==> config.mk <==
export PLATFORM = sky130hd
export DESIGN_NAME = bt656_src_switcher
export DESIGN_NICKNAME = d
export VERILOG_FILES = /design/src/rtl/bt656_src_switcher.sv
export SDC_FILE = /design/constraint.sdc
export NUM_CORES = 1
export LEC_CHECK = 0
export CORE_MARGIN = 2
export CORE_UTILIZATION = 35
export DETAILED_ROUTE_END_ITERATION = 16
export PLACE_DENSITY = 0.68
export SETUP_SLACK_MARGIN = 0.02
export SLEW_MARGIN = 40
export SYNTH_ARGS = -nofsm -noshare
export SYNTH_HDL_FRONTEND = slang
export SYNTH_SLANG_ARGS = --single-unit
==> constraint.sdc <==
create_clock -name clock -period 3.3 [get_ports clock]
set_clock_uncertainty 0.15 [all_clocks]
set_input_delay 0.495 -clock clock [delete_from_list [all_inputs] [get_ports clock]]
set_output_delay 0.495 -clock clock [all_outputs]
set_load 0.02 [all_outputs]
==> src/rtl/bt656_src_switcher.sv <==
// rtl/bt656_src_switcher.sv - frame-aligned source switch for genlocked BT.656 streams
// Parses TRS codes on the selected source and defers source changes to the F 1->0 EAV.
module bt656_src_switcher #(
    parameter int DATA_WIDTH  = 8,
    parameter int NUM_SRC     = 2,
    parameter int SRC_W       = $clog2(NUM_SRC),
    parameter int TRS_TIMEOUT = 2048
) (
    input  logic                          clock,
    input  logic                          reset_n,
    input  logic [NUM_SRC*DATA_WIDTH-1:0] src_data,
    input  logic                          req_valid,
    input  logic [SRC_W-1:0]              req_src,
    output logic [DATA_WIDTH-1:0]         data,
    output logic [SRC_W-1:0]              cur_src,
    output logic                          switch_pending,
    output logic                          switch_done,
    output logic                          sync_lock,
    output logic                          trs_error,
    output logic                          field,
    output logic                          vblank
);

    localparam int                CNT_W     = $clog2(TRS_TIMEOUT);
    localparam logic [CNT_W-1:0]  CNT_MAX   = CNT_W'(TRS_TIMEOUT - 1);
    localparam logic [SRC_W:0]    SRC_LIMIT = (SRC_W + 1)'(NUM_SRC);

    typedef enum logic [1:0] {
        P_IDLE,
        P_FF,
        P_00A,
        P_XY
    } parse_state_t;

    parse_state_t           state;
    parse_state_t           state_next;
    logic [DATA_WIDTH-1:0]  sel_byte;
    logic [7:0]             xy;
    logic                   xy_f;
    logic                   xy_v;
    logic                   xy_h;
    logic                   xy_ok;
    logic                   xy_valid;
    logic                   xy_error;
    logic                   boundary;
    logic                   apply_switch;
    logic [SRC_W-1:0]       cur_next;
    logic [SRC_W-1:0]       target;
    logic                   req_ok;
    logic [CNT_W-1:0]       timeout_cnt;

    always_comb begin
        sel_byte = '0;
        for (int i = 0; i < NUM_SRC; i++) begin
            if (cur_src == SRC_W'(i)) begin
                sel_byte = src_data[i*DATA_WIDTH +: DATA_WIDTH];
            end
        end
    end

    // For wider-than-8-bit streams the TRS code lives in the top byte.
    assign xy    = sel_byte[DATA_WIDTH-1 -: 8];
    assign xy_f  = xy[6];
    assign xy_v  = xy[5];
    assign xy_h  = xy[4];
    assign xy_ok = xy[7]
                 && (xy[3] == (xy_v ^ xy_h))
                 && (xy[2] == (xy_f ^ xy_h))
                 && (xy[1] == (xy_f ^ xy_v))
                 && (xy[0] == (xy_f ^ xy_v ^ xy_h));

    always_ff @(posedge clock or negedge reset_n) begin
        if (!reset_n) begin
            state <= P_IDLE;
        end else begin
            state <= state_next;
        end
    end

    always_comb begin
        state_next = P_IDLE;
        if (sel_byte == {DATA_WIDTH{1'b1}}) begin
            state_next = P_FF;
        end else begin
            case (state)
                P_FF:    if (sel_byte == '0) state_next = P_00A;
                P_00A:   if (sel_byte == '0) state_next = P_XY;
                default: state_next = P_IDLE;
            endcase
        end
    end

    always_comb begin
        xy_valid = 1'b0;
        xy_error = 1'b0;
        if (state == P_XY) begin
            xy_valid = xy_ok;
            xy_error = !xy_ok;
        end
    end

    always_ff @(posedge clock or negedge reset_n) begin
        if (!reset_n) begin
            data <= '0;
        end else begin
            data <= sel_byte;
        end
    end

    always_ff @(posedge clock or negedge reset_n) begin
        if (!reset_n) begin
            timeout_cnt <= '0;
            sync_lock   <= 1'b0;
            trs_error   <= 1'b0;
            field       <= 1'b0;
            vblank      <= 1'b1;
        end else begin
            trs_error <= xy_error;
            if (xy_valid) begin
                timeout_cnt <= '0;
                sync_lock   <= 1'b1;
                field       <= xy_f;
                vblank      <= xy_v;
            end else begin
                if (timeout_cnt != CNT_MAX) begin
                    timeout_cnt <= timeout_cnt + 1'b1;
                end
                if (xy_error || (timeout_cnt == CNT_MAX)) begin
                    sync_lock <= 1'b0;
                end
            end
        end
    end

    // Without lock there is no frame to tear, so a pending switch goes immediately.
    assign boundary     = xy_valid && xy_h && !xy_f && field;
    assign apply_switch = switch_pending && (boundary || !sync_lock);
    assign cur_next     = apply_switch ? target : cur_src;
    assign req_ok       = req_valid && ({1'b0, req_src} < SRC_LIMIT);

    // A request landing on the boundary clock is judged against the post-switch source.
    always_ff @(posedge clock or negedge reset_n) begin
        if (!reset_n) begin
            cur_src        <= '0;
            target         <= '0;
            switch_pending <= 1'b0;
            switch_done    <= 1'b0;
        end else begin
            cur_src     <= cur_next;
            switch_done <= apply_switch;
            if (req_ok) begin
                if (req_src == cur_next) begin
                    switch_pending <= 1'b0;
                end else begin
                    target         <= req_src;
                    switch_pending <= 1'b1;
                end
            end else if (apply_switch) begin
                switch_pending <= 1'b0;
            end
        end
    end

endmodule

==> impl_metrics.tcl <==
set metrics [dict create \
    seq_area_frac_synth 0.450 \
    ctsHoldBuffers 0 \
    grt_setup_unrepaired "false" \
    syn_inst 146 \
    number_of_enable_flip_flop_cells_after_synthesis 0 \
    antenna-diode-count 0 \
    setup_tns_ns 0 \
    r2r_setup_slack_ns 0.74 \
    critPathBufInv 2 \
    switchingPower_mw 0.394 \
    combPwrFrac 0.394 \
    timing.rr.start "cur_src" \
    die_w_um 72.0 \
    arrival_ns 2.59 \
    nFillCells 417 \
    timing.setup.critical_path_class "reg2reg" \
    grt_first_pass_wirelength_mm 5.66 \
    post-route-worst-setup-slack_ns 0.742 \
    detailed_place.area_sq_mm 0.00203 \
    critical_path.reg2reg.endpoint "target" \
    placer_congestion 0.723 \
    detailroute.via_count 1217 \
    route.detailed.drc 0 \
    timing.final.hold_violations 0 \
    io_pins 35 \
    placeableCoreArea_sq_mm 0.00441 \
    cpPeakStageDelay_ns 0.58 \
    hold_path.startpoint "timeout_cnt[10]" \
    slew_violations 0 \
    grt_util_all_layers 0.145 \
    dieArea_sq_mm 0.00518 \
    ys_dominant_reg_cell "sky130_fd_sc_hd__dfrtp_1" \
    fin_nets 215 \
    cts_made_buffers 5 \
    die_height_um 72.0 \
    critPathMaxFanout 10 \
    ctsResizeCount 0 \
    setup.worst_path.start_class "flop" \
    max_cap_violations 0 \
    cts.clk_slew.worst_paths_ns 0.06 \
    total_length_of_routed_wires_mm 3.16 \
    antenna_violating_nets_post_route 0 \
    synth.yosys.warnings 0 \
    syn_to_final_growth_pct 30.4 \
    worst_hold_path.num_cells 2 \
    drc_marker_count_from_the_first_detailed_route_iteration 95 \
    multi_input_area_sq_um 821 \
    static-leakage-power_nw 0.810 \
    final_cell_mix "34 x sky130_fd_sc_hd__clkdlybuf4s50_1, 28 x sky130_fd_sc_hd__dfrtp_1, 16 x sky130_fd_sc_hd__nor2_1" \
    mostFrequentLayoutCell "sky130_fd_sc_hd__clkdlybuf4s50_1" \
    layout-drive-gt1-share 0.132 \
    grt_start_max_net_pins 30 \
    cts_tree "done" \
    h-tree-depth 2 \
    initial_core_util 0.366 \
    finalSetupViolCount 0 \
    max-vdd-ir-drop_uv 191 \
    critPathRequiredTime_ns 3.34 \
    clock_latency_ns 0.27 \
    power.share.switching 0.335 \
    postLayoutCellArea_sq_mm 0.00211 \
    p_seq_frac 0.376 \
    avgRoutedWirePerCell_um 13.1 \
    clock_tree.buffer_depth 2 \
    pwr_density_cell_mw_per_mm2 558 \
    post_syn_nets 172 \
    timing_limited_maximum_frequency_mhz 391 \
    post-dp-hpwl_mm 2.45 \
    number_of_global_route_vias_before_repair 1219 \
    slew_at_the_pin_with_the_worst_max_slew_slack_ns 0.372 \
    critPathSlowestCell "sky130_fd_sc_hd__dfrtp_1" \
    post-route-min-period_ns 2.56 \
    finalCritPeriodShare 0.775 \
    place_ws_ns 0.447 \
    ys_seq_elements 29 \
    synth_cell_type_count 42 \
    cp_cell_sequence "buf_4, mux2i_4, inv_2, nor2_1, mux2i_2, o31a_1, nor2b_4, o22ai_1, a211oi_1" \
    hold_path.class "reg2reg" \
    power.internal_mw 0.783 \
    worst_r2r_path_depth 9 \
    clkSinkCount 29 \
    port_buffers 34 \
    avgSynthCellArea_sq_um 11.1 \
    vias_per_cell 5.03 \
    total_power_consumption_mw 1.18 \
    critical-path-top-delay-family "compound AO/OA/AOI/OAI gates" \
    dr.pass1.iters 4 \
    cts.repair_timing.setup_buffer_count 0 \
    critical_path.endpoint_type "flop" \
    globalRoute.totalOverflow 0 \
    num_rows 24 \
    number_of_antenna_violations_at_the_first_check_in_global_routing 0 \
    relSlewSlack 0.747 \
    result_of_the_run "complete, no violations" \
    worstHoldEndpoint "timeout_cnt[10]" \
    seqCellArea_sq_um 727 \
    async_reset_ff_frac 1.00 \
    power_frac_clock 0.230 \
    synth_area_sq_mm 0.00162 \
    cts-root-buf "sky130_fd_sc_hd__clkbuf_8" \
]
[per-stage QoR]
| stage | util | hold slack (ns) | cells |
|---|---|---|---|
| after floorplan | - | 0.0494 | 146 |
| after global placement | 0.459 | 0.326 | 234 |
| after detailed placement | 0.459 | 0.336 | 234 |
| after CTS | 0.478 | 0.348 | 242 |
| after global routing | 0.478 | 0.377 | 242 |
| final | 0.478 | 0.355 | 242 |
[sequential cells by signal (all words and copies together), names as in the netlist]
register	flops
timeout_cnt	11
data	8
state	2
cur_src	1
field	1
switch_done	1
switch_pending	1
sync_lock	1
target	1
trs_error	1
vblank	1
[worst max path at each step]
| stage | start | to | slack (ns) | depth (start not counted) |
|---|---|---|---|---|
| after global placement | src_data[13] | switch_pending | 0.52 | 9 |
| final | cur_src | target | 0.74 | 9 |
| after global routing | cur_src | target | 0.49 | 9 |
| after floorplan | cur_src | field | 0.74 | 7 |
| after detailed placement | src_data[13] | switch_pending | 0.45 | 9 |
| after CTS | cur_src | switch_pending | 0.72 | 8 |
[power groups by stage]
stage	clock (mW)	sequential [mW]	combinational, mW
after global routing	0.302	0.449	0.502
after global placement	0	0.448	0.461
after detailed placement	0	0.450	0.465
after floorplan	0	0.484	0.276
after CTS	0.280	0.444	0.467
final	0.271	0.442	0.463
[worst register-to-register path: stages, from the launching register on]
cell                       delay [ns]
sky130_fd_sc_hd__dfrtp_1         0.58
sky130_fd_sc_hd__buf_4           0.31
sky130_fd_sc_hd__mux2i_4         0.30
sky130_fd_sc_hd__inv_2           0.07
sky130_fd_sc_hd__nor2_1          0.13
sky130_fd_sc_hd__mux2i_2         0.14
sky130_fd_sc_hd__o31a_1          0.37
sky130_fd_sc_hd__nor2b_4         0.13
sky130_fd_sc_hd__o22ai_1         0.08
sky130_fd_sc_hd__a211oi_1        0.22
[layout make-up]
class / count / area share
Inverter: 10 / 0.0178
Multi-Input combinational cell: 104 / 0.389
Clock buffer: 8 / 0.0380
Tap cell: 52 / 0.0309
Timing Repair Buffer: 39 / 0.179
Sequential cell: 29 / 0.345
[cells in the mapped netlist (2+ instances only)]
master                     instances  area (sq um)
sky130_fd_sc_hd__or3_1             2          12.5
sky130_fd_sc_hd__a211oi_1          2          15.0
sky130_fd_sc_hd__and4_1            2          17.5
sky130_fd_sc_hd__nand2_1           8          30.0
sky130_fd_sc_hd__inv_1             8          30.0
sky130_fd_sc_hd__nand3_1           5          25.0
sky130_fd_sc_hd__mux2i_1           7          70.1
sky130_fd_sc_hd__and2_1            2          12.5
sky130_fd_sc_hd__nand4_1           5          31.3
sky130_fd_sc_hd__o22ai_1           2          12.5
sky130_fd_sc_hd__mux2i_4           3          67.6
sky130_fd_sc_hd__a21oi_1           6          30.0
sky130_fd_sc_hd__xor2_1            7          61.3
sky130_fd_sc_hd__inv_2             2          7.51
sky130_fd_sc_hd__mux2_2            2          22.5
sky130_fd_sc_hd__nor2b_1           2          12.5
sky130_fd_sc_hd__and3_1            3          18.8
sky130_fd_sc_hd__dfrtp_1          28           701
sky130_fd_sc_hd__ha_1              6          75.1
sky130_fd_sc_hd__nor2_1           16          60.1
sky130_fd_sc_hd__xnor2_1           6          52.6
sky130_fd_sc_hd__nand4b_1          2          17.5
[per-layer routing]
| metal | up-vias | share of wire | track usage |
|---|---|---|---|
| li1 | 596 | - | - |
| met1 | 579 | 0.49 | 0.192 |
| met2 | 38 | 0.45 | 0.222 |
| met3 | 4 | 0.046 | 0.0417 |
| met4 | 0 | 0.017 | 0.0629 |
| met5 | - | 0 | 0 |
[cells by family after synthesis]
logic type	Yosys count	share of synthesized area
AOI/OAI and AO/OA	18	0.0859
xor gates and xnor gates	13	0.0704
adders and majority gates	6	0.0464
buffers and inverters	13	0.0426
DFF	29	0.450
muxes	15	0.128
and+or+nand+nor	52	0.176
Power figures use the tool's default switching activity.
